[src/rtl/fifo_read_prefetch_pkg.sv]
// Shared sizing helpers for the FIFO read-side prefetch stage.
package fifo_read_prefetch_pkg;

  localparam int DEFAULT_WIDTH        = 8;
  localparam int DEFAULT_READ_LATENCY = 1;

  // Bits needed to hold a count in 0..max_count (never less than one bit).
  function automatic int count_width(input int max_count);
    return (max_count < 1) ? 1 : $clog2(max_count + 1);
  endfunction

  // Bits needed to index an array of `depth` entries (never less than one bit).
  function automatic int index_width(input int depth);
    return (depth < 2) ? 1 : $clog2(depth);
  endfunction

endpackage

[src/rtl/fifo_prefetch_buffer.sv]
// In-order register buffer with lap-bit pointers and a registered head word/valid.
module fifo_prefetch_buffer
  import fifo_read_prefetch_pkg::*;
#(
  parameter int WIDTH       = DEFAULT_WIDTH,
  parameter int DEPTH       = 2,
  parameter int LEVEL_WIDTH = count_width(DEPTH)
) (
  input  logic                   clock,
  input  logic                   resetn,
  input  logic                   push,
  input  logic [WIDTH-1:0]       push_data,
  input  logic                   pop,
  output logic                   head_valid,
  output logic [WIDTH-1:0]       head_data,
  output logic [LEVEL_WIDTH-1:0] level
);

  localparam int IW = index_width(DEPTH);

  logic [WIDTH-1:0] mem [DEPTH];
  logic [IW:0]      head_ptr, tail_ptr;
  logic             head_valid_q, next_valid;
  logic [WIDTH-1:0] head_data_q, next_data;
  int               count;

  // Pointer MSB is the lap bit; the index wraps at DEPTH-1 so non-power-of-2 depths work.
  function automatic logic [IW:0] advance(input logic [IW:0] p);
    if (p[IW-1:0] == IW'(DEPTH - 1)) return {~p[IW], {IW{1'b0}}};
    return {p[IW], p[IW-1:0] + 1'b1};
  endfunction

  always_comb begin
    if (head_ptr[IW] == tail_ptr[IW])
      count = int'(tail_ptr[IW-1:0]) - int'(head_ptr[IW-1:0]);
    else
      count = DEPTH - int'(head_ptr[IW-1:0]) + int'(tail_ptr[IW-1:0]);
    level = LEVEL_WIDTH'(count);
  end

  // The head word is pre-selected into its own register so the consumer sees flop outputs.
  always_comb begin
    // NOTE: defaults first so every path assigns both outputs and no latch is inferred.
    next_valid = head_valid_q;
    next_data  = head_data_q;
    if (pop && level > LEVEL_WIDTH'(1)) begin
      next_data = mem[advance(head_ptr)];
    end else if (pop || !head_valid_q) begin
      next_valid = push;
      if (push) next_data = push_data;
    end
  end

  always_ff @(posedge clock or negedge resetn) begin
    if (!resetn) begin
      head_ptr     <= '0;
      tail_ptr     <= '0;
      head_valid_q <= 1'b0;
      head_data_q  <= '0;
    end else begin
      // NOTE: non-blocking assignments so every flop samples pre-edge values regardless of order.
      if (push) tail_ptr <= advance(tail_ptr);
      if (pop)  head_ptr <= advance(head_ptr);
      head_valid_q <= next_valid;
      head_data_q  <= next_data;
    end
  end

  // NOTE: storage has no reset; only pointers and the head register define what is valid.
  always_ff @(posedge clock) begin
    if (push) mem[tail_ptr[IW-1:0]] <= push_data;
  end

  assign head_valid = head_valid_q;
  assign head_data  = head_data_q;

  no_overflow: assert property (@(posedge clock) disable iff (!resetn)
    !(push && !pop && level == LEVEL_WIDTH'(DEPTH)));
  no_underflow: assert property (@(posedge clock) disable iff (!resetn)
    !(pop && !head_valid_q));

endmodule

[src/rtl/fifo_read_prefetch.sv]
// Turns the FIFO controller's raw read port into a registered valid/ready stream via credit-based prefetch.
module fifo_read_prefetch
  import fifo_read_prefetch_pkg::*;
#(
  parameter  int WIDTH        = DEFAULT_WIDTH,
  parameter  int READ_LATENCY = DEFAULT_READ_LATENCY,
  localparam int BUFFER_DEPTH = READ_LATENCY + 1,
  localparam int LEVEL_WIDTH  = count_width(BUFFER_DEPTH)
) (
  input  logic                   clock,
  input  logic                   resetn,
  input  logic                   fifo_empty,
  output logic                   fifo_read_enable,
  input  logic [WIDTH-1:0]       fifo_read_data,
  output logic                   read_valid,
  input  logic                   read_ready,
  output logic [WIDTH-1:0]       read_data,
  output logic [LEVEL_WIDTH-1:0] level
);

  logic pop;
  logic push;
  int   inflight_count;
  int   credit;

  assign pop = read_valid && read_ready;

  if (READ_LATENCY == 0) begin : g_no_latency
    assign push           = fifo_read_enable;
    assign inflight_count = 0;
  end else begin : g_latency
    logic [READ_LATENCY-1:0] issue_q;

    // One flag per issued read; the flag falling off the end marks its data arriving.
    always_ff @(posedge clock or negedge resetn) begin
      if (!resetn) issue_q <= '0;
      else         issue_q <= (issue_q << 1) | READ_LATENCY'(fifo_read_enable);
    end

    always_comb begin
      inflight_count = 0;
      for (int i = 0; i < READ_LATENCY; i++) inflight_count += int'(issue_q[i]);
    end

    assign push = issue_q[READ_LATENCY-1];
  end

  // Credit counts stored plus requested words, so returned data always has a slot.
  always_comb begin
    credit           = int'(level) + inflight_count - (pop ? 1 : 0);
    fifo_read_enable = !fifo_empty && (credit < BUFFER_DEPTH);
  end

  fifo_prefetch_buffer #(
    .WIDTH      (WIDTH),
    .DEPTH      (BUFFER_DEPTH),
    .LEVEL_WIDTH(LEVEL_WIDTH)
  ) u_buffer (
    .clock     (clock),
    .resetn    (resetn),
    .push      (push),
    .push_data (fifo_read_data),
    .pop       (pop),
    .head_valid(read_valid),
    .head_data (read_data),
    .level     (level)
  );

endmodule
[config.mk]
export PLATFORM = sky130hd
export DESIGN_NAME = fifo_read_prefetch
export DESIGN_NICKNAME = d
export VERILOG_FILES = /design/src/rtl/fifo_read_prefetch_pkg.sv /design/src/rtl/fifo_prefetch_buffer.sv /design/src/rtl/fifo_read_prefetch.sv
export SDC_FILE = /design/constraint.sdc
export NUM_CORES = 1
export LEC_CHECK = 0
export CAP_MARGIN = 0
export CORE_ASPECT_RATIO = 0.6
export CORE_MARGIN = 5
export CORE_UTILIZATION = 57
export DETAILED_ROUTE_END_ITERATION = 10
export HOLD_SLACK_MARGIN = 0.03
export PLACE_DENSITY = 0.89
export SKIP_CTS_REPAIR_TIMING = 1
export SYNTH_ARGS = -nofsm -noshare
export SYNTH_HDL_FRONTEND = slang
export SYNTH_HIERARCHICAL = 1
export SYNTH_SLANG_ARGS = --single-unit
[constraint.sdc]
create_clock -name clock -period 6.1 [get_ports clock]
set_input_delay 1.22 -clock clock [delete_from_list [all_inputs] [get_ports clock]]
set_output_delay 1.22 -clock clock [all_outputs]
set_load 0.005 [all_outputs]
==> impl_metrics.env <==
export IMPL_grt_util_met1=0.244
export IMPL_grt_pass1_vias=1120
export IMPL_hold_path_class="reg -> reg"
export IMPL_synth_seq_cells=30
export IMPL_dr_first_iter_drc_count=53
export IMPL_syn_inst=134
export IMPL_r2r_slack_ns=3.24
export IMPL_tightest_slew_ns=1.03
export IMPL_cts_sinks=30
export IMPL_crit_path_start_kind="flip-flop"
export IMPL_overflow=0
export IMPL_slew_headroom=0.315
export IMPL_cp_max_fo=19
export IMPL_p_leak_nw=0.728
export IMPL_internal_power_w=0.000657
export IMPL_clockBufferDepth=2
export IMPL_start_util=0.605
export IMPL_grt_busiest_layer="met2"
export IMPL_ir_drop_v=0.000320
export IMPL_power_share_combinational=0.462
export IMPL_dpl_cell_area_mm2=0.00178
export IMPL_clk_pin_slew_ns=0.06
export IMPL_syn_area_mm2=0.00155
export IMPL_cts_tree="built"
export IMPL_cts_max_level=2
export IMPL_maxSlewViolCount=0
export IMPL_fin_hold_ws_ns=0.507
export IMPL_finalNetCount=172
export IMPL_required_ns=4.88
export IMPL_dp_cells=181
export IMPL_grt_max_degree=29
export IMPL_p_per_area_mw_per_mm2=551
export IMPL_final_min_clock_period_ns=4.68
export IMPL_core_mm2=0.00256
export IMPL_cts_buffers=5
export IMPL_dieWidth_um=77.2
export IMPL_endpoint_kind="primary output"
export IMPL_drc_errors=0
export IMPL_rsz0062_at_grt="no"
export IMPL_status="finished clean"
export IMPL_totalWireLength_um=3340
export IMPL_max_cap_violations=0
export IMPL_fin_worst_skew_ns=0.0100
export IMPL_drive_gt1_frac=0.0701
export IMPL_wire_per_inst_um=17.7
export IMPL_grt_use_met2=0.299
export IMPL_dp_hpwl_um=2170
export IMPL_setup_viol=0
export IMPL_syn2layout_area_growth_pct=22.3
export IMPL_antenna_found_initial=0
export IMPL_crit_type="reg -> out"
export IMPL_clkPwrFrac=0.198
export IMPL_antenna_cells=0
export IMPL_grt_pass1_wl_um=5570
export IMPL_clkLatencyLatePin_ns=0.28
export IMPL_use_met3=0.0554
export IMPL_row_count=14
export IMPL_setup_tns_ns=0
export IMPL_timing_final_crit_share=0.767
export IMPL_dieArea_mm2=0.00389
export IMPL_num_vias=1105
export IMPL_grt_usage=0.186
export IMPL_postLayoutCellArea_mm2=0.00189
export IMPL_antenna_left=0
export IMPL_ys_types=29
export IMPL_port_buffers=23
export IMPL_critPathArrivalTime_ns=3.46
export IMPL_die_h_um=50.3
export IMPL_p_sw_frac=0.369
export IMPL_switchingPower_w=0.000385
export IMPL_drt_pass1_iterations=5
export IMPL_cts_root_buf="clkbuf_8"
export IMPL_hold_violations=0
export IMPL_p_seq_frac=0.340
export IMPL_viasPerCell=5.85
export IMPL_final_cells=189
export IMPL_syn_num_nets=150
export IMPL_pin_count=24
export IMPL_yosysSeqAreaShare=0.537
export IMPL_syn_avg_cell_area_um2=11.5
export IMPL_fmax_mhz=214
export IMPL_ys_warnings_count=6
export IMPL_routabilityCongestion=0.768
-- sequential cells by signal (all words and copies together) (netlist names) --
signal / cells
u_buffer/head_data: 8
g_latency.issue_q: 1
u_buffer/tail_ptr: 2
u_buffer/mem: 16
u_buffer/head_ptr: 2
u_buffer/head_valid: 1
-- routing by layer --
| metal | vias up | share of wire |
|---|---|---|
| met5 | - | 0 |
| met4 | 0 | 0.010 |
| met3 | 4 | 0.062 |
| met2 | 35 | 0.48 |
| met1 | 543 | 0.45 |
| li1 | 523 | - |
-- stage by stage --
stage	util	setup WS (ns)	power, W
3_5_place_dp	0.694	1.49	0.000838
5_1_grt	0.740	1.22	0.00111
6_report	0.740	1.42	0.00104
4_1_cts	0.740	1.42	0.00104
2_1_floorplan	-	2.55	0.000665
3_3_place_gp	0.694	1.60	0.000804
-- final cells by class --
type | count | area [µm²]
inverters | 7 | 26.3
repair buffers | 23 | 230
flip-flops and latches | 30 | 831
well taps | 32 | 40.0
fillers | 169 | 666
clock buffers | 7 | 86.3
clock inverters | 1 | 30.0
multi-input cells | 89 | 648
-- final timing paths --
check / from / end / cells after the start
min in group asynchronous: resetn / u_buffer/head_data[3]$_DFFE_PN0P_ / 1
min: u_buffer/tail_ptr[0]$_DFFE_PN0P_ / u_buffer/tail_ptr[0]$_DFFE_PN0P_ / 1
min reg2reg: u_buffer/tail_ptr[0]$_DFFE_PN0P_ / u_buffer/tail_ptr[0]$_DFFE_PN0P_ / 1
max reg2reg: u_buffer/head_ptr[0]$_DFFE_PN0P_ / g_latency.issue_q$_DFF_PN0_ / 7
max: u_buffer/head_ptr[0]$_DFFE_PN0P_ / fifo_read_enable / 8
max in group asynchronous: resetn / u_buffer/head_data[6]$_DFFE_PN0P_ / 1
-- cell families after synthesis --
| kind of cell | after synthesis | share of synthesized area |
|---|---|---|
| AND/OR/NAND/NOR | 41 | 0.140 |
| AO/OA/AOI/OAI | 29 | 0.137 |
| XOR/XNOR | 6 | 0.0388 |
| adder cells (fa/ha/maj) | 4 | 0.0372 |
| flip-flops | 30 | 0.537 |
| buffers and inverters | 15 | 0.0437 |
| multiplexers | 9 | 0.0663 |
-- synth_stat cells, drive strengths merged --
cell     n  area share
a211oi  17       0.086
a21boi   1      0.0049
a311oi   1      0.0097
a32o     1      0.0065
and2     9       0.036
and3b    1      0.0057
buf      5       0.019
clkbuf   3      0.0073
dfrtp   14        0.23
edfxtp  16        0.31
fa       1       0.013
ha       3       0.024
inv      7       0.017
mux2i    9       0.066
nand2   10       0.024
nand2b   1      0.0040
nand3b   7       0.034
nor2    11       0.027
nor2b    1      0.0040
nor3b    1      0.0049
o21ai    8       0.026
o22ai    1      0.0040
xnor2    3       0.022
xor2     3       0.017
-- placed cells by master, fill, tap and decap left out, drive strengths merged, types with 8 or more instances in the layout --
| cell | n |
|---|---|
| a211oi | 17 |
| and2 | 9 |
| clkdlybuf4s50 | 23 |
| dfrtp | 14 |
| edfxtp | 16 |
| mux2i | 9 |
| nand2 | 10 |
| nor2 | 11 |
| o21ai | 8 |
-- critical path, stage by stage, from the launching register on --
cell	delay, ns
dfrtp_1	0.73
ha_1	0.24
inv_1	0.06
mux2i_4	0.53
inv_1	0.27
fa_1	0.49
xnor2_1	0.14
a32o_1	0.27
clkdlybuf4s50_1	0.44
-- power groups by stage --
stage | combinational (W) | sequential [W] | clock (W)
after CTS | 0.000482 | 0.000355 | 0.000208
after global placement | 0.000453 | 0.000351 | 0
after detailed placement | 0.000481 | 0.000357 | 0
after global routing | 0.000528 | 0.000365 | 0.000218
final | 0.000482 | 0.000354 | 0.000206
after floorplan | 0.000340 | 0.000326 | 0
(Power assumes the default switching activity.)
